### config.mk
export PLATFORM = sky130hd
export DESIGN_NAME = dds_cmd_ctrl_flat
export DESIGN_NICKNAME = d
export VERILOG_FILES = /design/src/rtl/dds_cmd_pkg.sv /design/src/rtl/dds_cmd_ctrl_if.sv /design/src/rtl/dds_cmd_check.sv /design/src/rtl/dds_cmd_ctrl.sv /design/src/flat_wrapper.sv
export SDC_FILE = /design/constraint.sdc
export NUM_CORES = 1
export LEC_CHECK = 0
export ABC_AREA = 0
export CAP_MARGIN = 20
export CORE_MARGIN = 1.5
export CORE_UTILIZATION = 50
export CTS_CLUSTER_DIAMETER = 40
export DETAILED_ROUTE_END_ITERATION = 7
export HOLD_SLACK_MARGIN = 0.1
export MAX_ROUTING_LAYER = met4
export PLACE_DENSITY = 0.81
export SETUP_SLACK_MARGIN = 0.15
export SLEW_MARGIN = 20
export SYNTH_ARGS = -nofsm -noshare
export SYNTH_HDL_FRONTEND = slang
export SYNTH_SLANG_ARGS = --single-unit
### constraint.sdc
create_clock -name clk_in -period 2.9 [get_ports clk_in]
set_input_delay 0.435 -clock clk_in [delete_from_list [all_inputs] [get_ports clk_in]]
set_output_delay 0.435 -clock clk_in [all_outputs]
set_load 0.05 [all_outputs]
### src/rtl/dds_cmd_pkg.sv
// Shared definitions for the DDS command sequencer: opcode and mode
// encodings, FSM state encoding, acknowledge bytes and a one-hot helper.
package dds_cmd_pkg;

  typedef enum logic [2:0] {
    OP_FREQ0 = 3'd0,
    OP_FREQ1 = 3'd1,
    OP_FREQ2 = 3'd2,
    OP_FREQ3 = 3'd3,
    OP_PHASE = 3'd4,
    OP_AMP   = 3'd5,
    OP_WAVE  = 3'd6,
    OP_MODE  = 3'd7
  } opcode_e;

  typedef enum logic [2:0] {
    IDLE    = 3'd0,
    CHECK   = 3'd1,
    APPLY   = 3'd2,
    SEND    = 3'd3,
    WAIT_TX = 3'd4
  } state_e;

  localparam logic [3:0] MODE_A     = 4'b0001;
  localparam logic [3:0] MODE_B     = 4'b0010;
  localparam logic [3:0] RESET_MODE = MODE_A;

  localparam logic [7:0] ACK_OK  = 8'h01;
  localparam logic [7:0] ACK_ERR = 8'hFF;

  function automatic logic is_onehot4(input logic [3:0] v);
    return (v == 4'd1) || (v == 4'd2) || (v == 4'd4) || (v == 4'd8);
  endfunction

endpackage

### src/rtl/dds_cmd_ctrl_if.sv
// Bundle of UART RX/TX handshake and DDS configuration signals around the
// command sequencer.
//   slave  : the sequencer (consumes RX byte / TX busy, drives everything else)
//   master : the surrounding UART/DDS side
interface dds_cmd_ctrl_if;
  logic [7:0]  rx_data_in;
  logic        rx_valid_in;
  logic        tx_busy_in;
  logic [7:0]  tx_data_out;
  logic        tx_start_out;
  logic [19:0] freq_word_out;
  logic [4:0]  phase_out;
  logic [3:0]  amp_out;
  logic [3:0]  wave_out;
  logic [3:0]  mode_out;
  logic        cfg_update_out;
  logic        ovf_out;
  logic        busy_out;

  modport slave (
    input  rx_data_in, rx_valid_in, tx_busy_in,
    output tx_data_out, tx_start_out, freq_word_out, phase_out, amp_out,
           wave_out, mode_out, cfg_update_out, ovf_out, busy_out
  );

  modport master (
    output rx_data_in, rx_valid_in, tx_busy_in,
    input  tx_data_out, tx_start_out, freq_word_out, phase_out, amp_out,
           wave_out, mode_out, cfg_update_out, ovf_out, busy_out
  );
endinterface

### src/rtl/dds_cmd_check.sv
// Combinational command validator.
//   cmd    : command byte (opcode [7:5], payload [4:0])
//   mode   : current operating mode (value before any write by this command)
//   accept : 1 when the command may be committed
module dds_cmd_check
  import dds_cmd_pkg::*;
(
  input  logic [7:0] cmd,
  input  logic [3:0] mode,
  output logic       accept
);

  logic [4:0] p;
  assign p = cmd[4:0];

  always_comb begin
    accept = 1'b0;
    case (opcode_e'(cmd[7:5]))
      OP_FREQ0, OP_FREQ1, OP_FREQ2, OP_FREQ3: accept = (cmd != 8'h00);
      OP_PHASE: accept = 1'b1;
      OP_AMP: begin
        if (mode == MODE_A)      accept = (p >= 5'd1) && (p <= 5'd5);
        else if (mode == MODE_B) accept = (p >= 5'd1) && (p <= 5'd8);
        else                     accept = 1'b0;
      end
      OP_WAVE: accept = is_onehot4(p[3:0]);
      OP_MODE: accept = ((mode == MODE_A) || (mode == MODE_B)) && is_onehot4(p[3:0]);
      default: accept = 1'b0;
    endcase
  end

endmodule

### src/rtl/dds_cmd_ctrl.sv
// DDS command sequencer: takes one UART byte at a time, validates it against
// the current mode, commits the payload to the matching DDS configuration
// register and returns a one-byte acknowledge over the UART TX handshake.
//   clk_in : system clock
//   rst_in : asynchronous active-high reset
//   bus    : RX byte/strobe, TX busy/data/start, DDS config outputs, status
module dds_cmd_ctrl
  import dds_cmd_pkg::*;
(
  input  logic           clk_in,
  input  logic           rst_in,
  dds_cmd_ctrl_if.slave  bus
);

  state_e      state, next_state;
  logic [7:0]  cmd_q;
  logic        accept, accept_q;
  logic [7:0]  tx_data_q;
  logic [19:0] freq_q;
  logic [4:0]  phase_q;
  logic [3:0]  amp_q;
  logic [3:0]  wave_q;
  logic [3:0]  mode_q;
  logic        cfg_update_q;
  logic        ovf_q;
  logic        seen_busy_q;
  logic        tx_start;

  dds_cmd_check u_check (
    .cmd    (cmd_q),
    .mode   (mode_q),
    .accept (accept)
  );

  always_ff @(posedge clk_in or posedge rst_in) begin
    if (rst_in) state <= IDLE;
    else        state <= next_state;
  end

  // tx_start is decoded from the state register so it drops immediately
  // when reset forces the FSM back to IDLE.
  always_comb begin
    next_state = state;
    tx_start   = 1'b0;
    case (state)
      IDLE:    if (bus.rx_valid_in) next_state = CHECK;
      CHECK:   next_state = APPLY;
      APPLY:   next_state = SEND;
      SEND: begin
        if (!bus.tx_busy_in) begin
          tx_start   = 1'b1;
          next_state = WAIT_TX;
        end
      end
      WAIT_TX: if (!bus.tx_busy_in && seen_busy_q) next_state = IDLE;
      default: next_state = IDLE;
    endcase
  end

  always_ff @(posedge clk_in or posedge rst_in) begin
    if (rst_in) begin
      cmd_q        <= '0;
      accept_q     <= 1'b0;
      tx_data_q    <= '0;
      freq_q       <= '0;
      phase_q      <= '0;
      amp_q        <= 4'd1;
      wave_q       <= 4'b0001;
      mode_q       <= RESET_MODE;
      cfg_update_q <= 1'b0;
      ovf_q        <= 1'b0;
      seen_busy_q  <= 1'b0;
    end else begin
      cfg_update_q <= 1'b0;

      if (bus.rx_valid_in) begin
        if (state == IDLE) cmd_q <= bus.rx_data_in;
        else               ovf_q <= 1'b1;
      end

      if (state == CHECK) begin
        accept_q  <= accept;
        tx_data_q <= accept ? ACK_OK : ACK_ERR;
      end

      if (state == APPLY && accept_q) begin
        cfg_update_q <= 1'b1;
        case (opcode_e'(cmd_q[7:5]))
          OP_FREQ0: freq_q[4:0]   <= cmd_q[4:0];
          OP_FREQ1: freq_q[9:5]   <= cmd_q[4:0];
          OP_FREQ2: freq_q[14:10] <= cmd_q[4:0];
          OP_FREQ3: freq_q[19:15] <= cmd_q[4:0];
          OP_PHASE: phase_q       <= cmd_q[4:0];
          OP_AMP:   amp_q         <= cmd_q[3:0];
          OP_WAVE:  wave_q        <= cmd_q[3:0];
          OP_MODE:  mode_q        <= cmd_q[3:0];
          default:  ;
        endcase
      end

      // Busy only counts once the TX has been started for this command.
      if (state == SEND)                          seen_busy_q <= 1'b0;
      else if (state == WAIT_TX && bus.tx_busy_in) seen_busy_q <= 1'b1;
    end
  end

  assign bus.tx_data_out    = tx_data_q;
  assign bus.tx_start_out   = tx_start;
  assign bus.freq_word_out  = freq_q;
  assign bus.phase_out      = phase_q;
  assign bus.amp_out        = amp_q;
  assign bus.wave_out       = wave_q;
  assign bus.mode_out       = mode_q;
  assign bus.cfg_update_out = cfg_update_q;
  assign bus.ovf_out        = ovf_q;
  assign bus.busy_out       = (state != IDLE);

endmodule

### src/flat_wrapper.sv
// flat-port wrapper written by rule: the top's interface ports become plain ports
module dds_cmd_ctrl_flat import dds_cmd_pkg::*;
  (clk_in, rst_in, bus_rx_data_in, bus_rx_valid_in, bus_tx_busy_in, bus_tx_data_out, bus_tx_start_out, bus_freq_word_out, bus_phase_out, bus_amp_out, bus_wave_out, bus_mode_out, bus_cfg_update_out, bus_ovf_out, bus_busy_out);
  dds_cmd_ctrl_if bus_i ();
  input  logic clk_in;
  input  logic rst_in;
  input wire logic [$bits(bus_i.rx_data_in)-1:0] bus_rx_data_in;
  input wire logic [$bits(bus_i.rx_valid_in)-1:0] bus_rx_valid_in;
  input wire logic [$bits(bus_i.tx_busy_in)-1:0] bus_tx_busy_in;
  output wire logic [$bits(bus_i.tx_data_out)-1:0] bus_tx_data_out;
  output wire logic [$bits(bus_i.tx_start_out)-1:0] bus_tx_start_out;
  output wire logic [$bits(bus_i.freq_word_out)-1:0] bus_freq_word_out;
  output wire logic [$bits(bus_i.phase_out)-1:0] bus_phase_out;
  output wire logic [$bits(bus_i.amp_out)-1:0] bus_amp_out;
  output wire logic [$bits(bus_i.wave_out)-1:0] bus_wave_out;
  output wire logic [$bits(bus_i.mode_out)-1:0] bus_mode_out;
  output wire logic [$bits(bus_i.cfg_update_out)-1:0] bus_cfg_update_out;
  output wire logic [$bits(bus_i.ovf_out)-1:0] bus_ovf_out;
  output wire logic [$bits(bus_i.busy_out)-1:0] bus_busy_out;
  assign bus_i.rx_data_in = bus_rx_data_in;
  assign bus_i.rx_valid_in = bus_rx_valid_in;
  assign bus_i.tx_busy_in = bus_tx_busy_in;
  assign bus_tx_data_out = bus_i.tx_data_out;
  assign bus_tx_start_out = bus_i.tx_start_out;
  assign bus_freq_word_out = bus_i.freq_word_out;
  assign bus_phase_out = bus_i.phase_out;
  assign bus_amp_out = bus_i.amp_out;
  assign bus_wave_out = bus_i.wave_out;
  assign bus_mode_out = bus_i.mode_out;
  assign bus_cfg_update_out = bus_i.cfg_update_out;
  assign bus_ovf_out = bus_i.ovf_out;
  assign bus_busy_out = bus_i.busy_out;
  dds_cmd_ctrl u_core (.clk_in(clk_in), .rst_in(rst_in), .bus(bus_i));
endmodule
==> results of run 1 <==
## worst max-delay path by stage
stage,cells past startpoint,end,start
6_report,2,bus_busy_out,u_core.state[0]$_DFFE_PP0P_
5_1_grt,2,bus_busy_out,u_core.state[0]$_DFFE_PP0P_
4_1_cts,2,bus_busy_out,u_core.state[0]$_DFFE_PP0P_
3_5_place_dp,4,bus_tx_start_out,bus_tx_busy_in
3_3_place_gp,2,bus_busy_out,u_core.state[0]$_DFFE_PP0P_
2_1_floorplan,2,bus_tx_start_out,bus_tx_busy_in
## metrics by stage
stage	worst slack, ps	hold slack, ps	utilization, %
floorplan	689	472	-
global placement	893	452	65.8
detailed placement	839	481	65.8
CTS	524	459	67.6
global route	466	501	67.6
finish	536	448	67.6
## layout make-up
class	instances	area (µm²)	share of cell area, %
inverter	6	22.5	0.744
clock inverter	1	7.51	0.248
clock buffer	7	76.3	2.52
sequential	54	1360	44.8
multi-input combinational	99	887	29.3
tap	52	65.1	2.15
timing repair buffer	62	613	20.3
## cells by family (layout without fill, tap and decap cells)
| family | after synthesis | in the layout | share of synthesized area (%) |
|---|---|---|---|
| AO/OA/AOI/OAI | 21 | 21 | 6.07 |
| XOR/XNOR | 2 | 2 | 0.733 |
| buffers and inverters | 19 | 76 | 6.18 |
| flip-flops | 54 | 54 | 56.7 |
| multiplexers | 43 | 43 | 20.3 |
| AND/OR/NAND/NOR | 33 | 33 | 10.1 |
## sequential cells by signal, indices dropped and copies added, names as in the netlist
name / flops
u_core.accept_q: 1
u_core.bus.amp_out: 4
u_core.bus.cfg_update_out: 1
u_core.bus.freq_word_out: 20
u_core.bus.mode_out: 4
u_core.bus.ovf_out: 1
u_core.bus.phase_out: 5
u_core.bus.tx_data_out: 2
u_core.bus.wave_out: 4
u_core.cmd_q: 8
u_core.seen_busy_q: 1
u_core.state: 3
## placed cells by master, fill, tap and decap left out, types with 2 or more instances in the layout
master / count
nor2_1: 6
o21ai_0: 5
nand3_1: 2
inv_1: 4
a21oi_1: 4
nor4_1: 2
xor2_1: 2
dfrtp_1: 51
clkbuf_8: 5
nor3_4: 2
clkdlybuf4s50_1: 59
or3_1: 2
nor3b_1: 2
buf_4: 3
inv_2: 2
dfstp_2: 3
a31oi_1: 2
nand2_1: 5
clkbuf_1: 2
mux2_2: 43
a211oi_1: 2
## routing by layer
metal	part of all wire [%]	GRT usage [%]	wire (µm)
met1	46	28.0	2220
met4	1.8	7.34	86
met3	6.1	5.56	292
met2	46	30.1	2200
met5	0	-	0
## worst reg2reg max path: stages (launching register included)
cell and delay, ps:
dfrtp_1 600, inv_1 130, or4_1 530, a311oi_1 350, a221o_1 160
==> flow_summary_export.csv, run 1 <==
group,metric,value,unit
status,outcome,"finished, final reports clean",
layout,nFillCells,321,
routing,vias_per_cell,5.55,
setup_path,r2r_slack,1080,ps
clock_tree,cts_hold_buf,0,
logic_synthesis,async_reset_ff_share,100,%
timing,final_hold_viol_count,0,
placed_design,io_buffers,60,
logic_synthesis,yosys_warnings,0,
setup_path,path_cells,"or3_1 -> clkdlybuf4s50_1",
placed_design,gp_congestion,0.889,
layout,drive_gt1_share,30.1,%
floorplanning,start_util,53.4,%
logic_synthesis,yosysSeqAreaShare,56.7,%
floorplanning,ios,61,
timing,fin_skew,4.82,ps
placed_design,hpwl,3280,µm
setup_path,crit_slowest_cell,"clkdlybuf4s50_1",
logic_synthesis,syn_inst,172,
logic_synthesis,synthTopCellsByArea,"dfrtp_1 53%, mux2_2 20%, dfstp_2 3.3%",
floorplanning,die_y,72.1,µm
routing,postRouteAntennaNets,0,
setup_path,r2r_start,"u_core.cmd_q[0]$_DFFE_PP0P_",
timing,slew_violations,0,
setup_path,criticalPathCategory,"flop to output port",
setup_path,crit_path_start_kind,"flop",
layout,final_area,3030,µm²
timing,worstMarginPinSlew,549,ps
clock_tree,clk_pin_slew_worst_paths,90,ps
layout,antennaDiodeCount,0,
timing,rsz0062_at_grt,"no",
timing,setup_viol,0,
routing,via_count,1560,
floorplanning,fp-row-count,24,
placed_design,placed_area,2940,µm²
logic_synthesis,ys.flop_type,"dfrtp_1",
routing,first_iter_violations,54,
floorplanning,placeableCoreArea,4470,µm²
placed_design,dp.cells,273,
grt,antenna_found_initial,0,
clock_tree,cts_setup_buffers,0,
worst_hold_path,hold_class,"input port to async pin",
setup_path,slowest_delay,730,ps
routing,drt_pass1_iterations,4,
clock_tree,root_buffer,"clkbuf_8",
timing,fmax,423,MHz
grt,grt_pass1_wl,7920,µm
logic_synthesis,syn-cell-area,2390,µm²
grt,gr-total-overflow,0,
clock_tree,htreeDepth,2,
setup_path,worstPathRequired,2470,ps
layout,finalNonFillerCells,281,
timing,fin_crit,2360,ps
timing,slew_headroom,63.4,%
setup_path,r2r_cells,4,
logic_synthesis,synth.top_cells.by_count,"51 x dfrtp_1, 43 x mux2_2, 6 x buf_4, 6 x nor2_1",
setup_path,arrival,1930,ps
logic_synthesis,synth.distinct_cells,42,
floorplanning,fp.dieW,72.1,µm
routing,wl_per_cell,17.1,µm
clock_tree,cts_tree,"built",
logic_synthesis,synth_most_common_cell,"dfrtp_1",
layout,area_growth_syn_to_layout,26.6,%
clock_tree,ctsResizeCount,0,
grt,grt_start_max_net_pins,23,
layout,layout.nets,240,
grt,track_usage,20.6,%
clock_tree,cts_inserted_buffers,5,
clock_tree,clk_latency,300,ps
routing,wl,4800,µm
setup_path,endpoint_kind,"output port",
floorplanning,die-area,5200,µm²
clock_tree,clk_path_buf_depth,2,
setup_path,critPathMaxFanout,7,
clock_tree,cts.sinks,54,
logic_synthesis,synth.largest_area_cell,"dfrtp_1",
timing,fin_crit_sh,81.5,%
setup_path,critPathTopFamily,"buffers and inverters",
setup_path,path_buf_inv,1,
timing,fin_setup_tns,0,ps
logic_synthesis,synth_seq_cells,54,
routing,drc,0,
logic_synthesis,syn_nets,184,
run,cap_violations,0,
grt,grt_pass1_vias,1565,
logic_synthesis,syn_area_per_cell,13.9,µm²
setup_path,r2r_end,"u_core.accept_q$_DFFE_PP0P_",
logic_synthesis,synth_top_area_share,53.4,%
logic_synthesis,synth_enable_flop_cells,0,
Power of run 1 is not shown: default switching activity piles up to over one toggle a cycle in this logic, so the estimate is an artifact.
==> inputs of run 2 (changes only) <==
CORE_UTILIZATION = 48   (was 50)
PLACE_DENSITY = 0.79   (was 0.81)
clock period = 2.2 ns   (was 2.9 ns; I/O delays follow)
==> flow_summary_export.csv, run 2 (synthesis results as in run 1) <==
group,metric,value,unit
grt,grt_pass1_vias,1547,
setup_path,path_buf_inv,1,
layout,final_common_cell,"clkdlybuf4s50_1",
routing,drt_pass1_iterations,4,
floorplanning,start_util,50.3,%
timing,rsz0062_at_grt,"no",
placed_design,gp_congestion,0.772,
setup_path,r2r_slack,390,ps
clock_tree,cts.sinks,54,
clock_tree,clk_latency,300,ps
grt,use_met1,24.0,%
clock_tree,cts_hold_buf,0,
timing,fin_crit,2010,ps
layout,layout.nets,242,
layout,area_growth_syn_to_layout,31.0,%
grt,use_met3,5.76,%
floorplanning,fp-row-count,25,
routing,via_count,1573,
floorplanning,placeableCoreArea,4750,µm²
setup_path,path_depth,1,
timing,slew_violations,0,
setup_path,critPathTopFamily,"buffers and inverters",
clock_tree,htreeDepth,2,
layout,layout.area.seq,1360,µm²
placed_design,hpwl,3190,µm
grt,grt_busiest_layer,"met2",
setup_path,arrival,1680,ps
setup_path,crit_slowest_cell,"clkdlybuf4s50_1",
setup_path,criticalPathCategory,"flop to output port",
setup_path,endpoint_kind,"output port",
clock_tree,root_buffer,"clkbuf_8",
grt,grt_pass1_wl,7400,µm
setup_path,slowest_delay,800,ps
setup_path,worstPathRequired,1870,ps
timing,setup_viol,0,
routing,drc,0,
placed_design,io_buffers,60,
setup_path,path_cells,"clkdlybuf4s50_1",
clock_tree,cts_inserted_buffers,5,
setup_path,worstSetupEndpoint,"bus_mode_out[0]",
timing,fin_skew,7.06,ps
grt,grt_start_max_net_pins,23,
routing,vias_per_cell,5.28,
clock_tree,clk_pin_slew_worst_paths,90,ps
floorplanning,die_y,73.6,µm
setup_path,r2r_start,"u_core.cmd_q[5]$_DFFE_PP0P_",
floorplanning,ios,61,
layout,largest_reg_flops,20,
grt,track_usage,19.0,%
layout,layout_common_cells,"58 x clkdlybuf4s50_1, 51 x dfrtp_1, 43 x mux2_2",
layout,multiInputGateArea,892,µm²
routing,first_iter_violations,73,
timing,fin_setup_tns,0,ps
setup_path,startpoint,"u_core.bus.mode_out[0]$_DFFE_PP1P_",
timing,final_hold_viol_count,0,
status,outcome,"finished, final reports clean",
setup_path,r2r_cells,4,
clock_tree,cts_tree,"built",
worst_hold_path,hold_class,"input port to async pin",
clock_tree,clk_path_buf_depth,2,
timing,fmax,497,MHz
setup_path,crit_path_start_kind,"flop",
setup_path,critPathMaxFanout,4,
timing,slew_headroom,64.8,%
floorplanning,die-area,5410,µm²
routing,postRouteAntennaNets,0,
floorplanning,fp.dieW,73.6,µm
layout,final_area,3130,µm²
layout,drive_gt1_share,32.5,%
routing,wl_per_cell,15.6,µm
layout,nFillCells,373,
grt,antenna_found_initial,0,
placed_design,placed_area,2990,µm²
timing,fin_crit_sh,91.4,%
grt,gr-total-overflow,0,
grt,gr-usage-met2,28.6,%
layout,antennaDiodeCount,0,
run,cap_violations,0,
routing,wl,4660,µm
timing,worstMarginPinSlew,528,ps
setup_path,r2r_end,"u_core.bus.tx_data_out[6]$_DFFE_PP0P_",
run 2: cell count changes in the layout (fill, tap and decap cells not counted):
cell	change
clkbuf_2	+1
nor3b_1	-1
clkbuf_8	+1
clkbuf_1	-2
nor3b_2	+1
clkinvlp_4	-1
buf_12	+1
bufinv_16	+2
buf_4	+1
clkdlybuf4s50_1	-1
run 2: metal layers:
layer	up-vias	wire length, µm	part of all wire [%]
met2	53	2210	47
met1	789	2070	44
met4	0	101	2.2
li1	720	-	-
met3	11	280	6.0
met5	-	0	0
run 2: final cells by class:
cell class              count  area share, %
flip-flops and latches     54           43.3
multi-input cells          99           28.5
repair buffers             64           20.3
well taps                  67           2.68
clock buffers               6           2.64
clock inverters             2           1.92
inverters                   6          0.719
run 2: worst min-delay path by stage:
| stage | slack, ps | cells past startpoint | endpoint |
|---|---|---|---|
| 2_1_floorplan | 450 | 2 | u_core.cmd_q[0]$_DFFE_PP0P_ |
| 3_3_place_gp | 450 | 1 | u_core.bus.ovf_out$_DFFE_PP0P_ |
| 3_5_place_dp | 440 | 1 | u_core.bus.ovf_out$_DFFE_PP0P_ |
| 4_1_cts | 360 | 2 | u_core.bus.ovf_out$_DFFE_PP0P_ |
| 5_1_grt | 400 | 2 | u_core.seen_busy_q$_DFFE_PP0P_ |
| 6_report | 350 | 2 | u_core.seen_busy_q$_DFFE_PP0P_ |
run 2: stage by stage:
step                cells  utilization (%)  setup slack [ps]  hold slack, ps
floorplan             172                -               394             447
global placement      290             63.0               294             453
detailed placement    290             63.0               270             444
CTS                   298             65.9               175             363
global route          298             65.9               153             399
finish                298             65.9               189             348
run 2: timing repair:
action,CTS,global route
buffers inserted,0,0
endpoints found under the setup margin,1,1
gates resized for setup,1,2
endpoints found under the hold margin,0,0
Power of run 2 is left out for the same reason.
==> inputs of run 3 (changes only) <==
MAX_ROUTING_LAYER = not set   (was met4)
==> flow_summary_export.csv, run 3 (synthesis results as in run 1) <==
group,metric,value,unit
status,outcome,"finished, final reports clean",
setup_path,startpoint,"u_core.bus.mode_out[0]$_DFFE_PP1P_",
floorplanning,ios,61,
floorplanning,start_util,50.3,%
routing,first_iter_violations,72,
floorplanning,fp-row-count,25,
grt,gr-total-overflow,0,
clock_tree,cts_setup_buffers,0,
clock_tree,htreeDepth,2,
setup_path,r2r_end,"u_core.bus.tx_data_out[6]$_DFFE_PP0P_",
timing,fin_crit,2010,ps
setup_path,r2r_slack,390,ps
clock_tree,cts_hold_buf,0,
floorplanning,die-area,5410,µm²
run,cap_violations,0,
timing,fin_setup_tns,0,ps
floorplanning,fp.dieW,73.6,µm
layout,layout.nets,242,
layout,drive_gt1_share,32.5,%
grt,grt_pass1_vias,1549,
setup_path,critPathTopFamily,"buffers and inverters",
routing,wl_per_cell,15.6,µm
placed_design,hpwl,3190,µm
clock_tree,cts.sinks,54,
setup_path,path_buf_inv,1,
setup_path,path_cells,"clkdlybuf4s50_1",
clock_tree,cts_inserted_buffers,5,
layout,layout_common_cells,"58 x clkdlybuf4s50_1, 51 x dfrtp_1, 43 x mux2_2",
grt,grt_pass1_wl,7390,µm
clock_tree,root_buffer,"clkbuf_8",
worst_hold_path,hold_class,"input port to async pin",
floorplanning,placeableCoreArea,4750,µm²
routing,via_count,1571,
floorplanning,die_y,73.6,µm
timing,final_hold_viol_count,0,
grt,antenna_found_initial,0,
routing,wl,4650,µm
setup_path,slowest_delay,800,ps
setup_path,worstPathRequired,1870,ps
timing,setup_viol,0,
timing,fin_hold_ws,348,ps
timing,fin_crit_sh,91.4,%
routing,vias_per_cell,5.27,
setup_path,crit_path_start_kind,"flop",
grt,track_usage,18.5,%
routing,postRouteAntennaNets,0,
setup_path,crit_slowest_cell,"clkdlybuf4s50_1",
timing,fmax,497,MHz
clock_tree,cts_tree,"built",
setup_path,r2r_start,"u_core.cmd_q[5]$_DFFE_PP0P_",
routing,drc,0,
layout,largest_reg_flops,20,
placed_design,io_buffers,60,
timing,worstMarginPinSlew,526,ps
placed_design,gp_congestion,0.762,
timing,rsz0062_at_grt,"no",
timing,slew_violations,0,
setup_path,critPathMaxFanout,4,
setup_path,arrival,1680,ps
setup_path,r2r_cells,4,
clock_tree,clk_latency,300,ps
setup_path,criticalPathCategory,"flop to output port",
timing,fin_skew,5.66,ps
grt,grt_start_max_net_pins,23,
clock_tree,clk_path_buf_depth,2,
timing,slew_headroom,64.9,%
layout,area_growth_syn_to_layout,31.0,%
layout,nFillCells,373,
routing,drt_pass1_iterations,4,
clock_tree,clk_pin_slew_worst_paths,90,ps
setup_path,endpoint_kind,"output port",
layout,final_common_cell,"clkdlybuf4s50_1",
layout,antennaDiodeCount,0,
==> run 3: worst max path at each step <==
stage / slack [ps] / cells past startpoint / endpoint
global route: 150 / 1 / bus_mode_out[0]
CTS: 180 / 1 / bus_mode_out[0]
floorplan: 390 / 4 / u_core.cmd_q[1]$_DFFE_PP0P_
detailed placement: 270 / 2 / bus_busy_out
global placement: 290 / 2 / bus_busy_out
finish: 190 / 1 / bus_mode_out[0]
==> run 3: metrics by stage <==
step	instance area, µm²	instances	util (%)	setup slack, ps
3_3_place_gp	2990	290	63.0	294
5_1_grt	3130	298	65.9	153
4_1_cts	3140	298	65.9	175
6_report	3130	298	65.9	189
3_5_place_dp	2990	290	63.0	270
2_1_floorplan	2390	172	-	394
==> run 3: routing by layer <==
layer	vias to the layer above	wire length (µm)	global-route usage, %	share of wire (%)
met5	-	0	0	0
met4	0	102	7.82	2.2
met3	10	306	6.31	6.6
met2	53	2200	28.6	47
met1	785	2040	23.7	44
li1	723	-	-	-
==> run 3: cell type report <==
cell class | count | area, µm² | share of cell area (%)
clock buffers | 6 | 82.6 | 2.64
multi-input cells | 99 | 892 | 28.5
inverters | 6 | 22.5 | 0.719
clock inverters | 2 | 60.1 | 1.92
flip-flops and latches | 54 | 1360 | 43.3
well taps | 67 | 83.8 | 2.68
repair buffers | 64 | 636 | 20.3
==> run 3: timing repair <==
| item | in CTS | in global routing |
|---|---|---|
| endpoints found under the setup margin | 1 | 1 |
| resized for setup | 1 | 2 |
| gates cloned | 0 | 0 |
Power of run 3 is left out for the same reason.
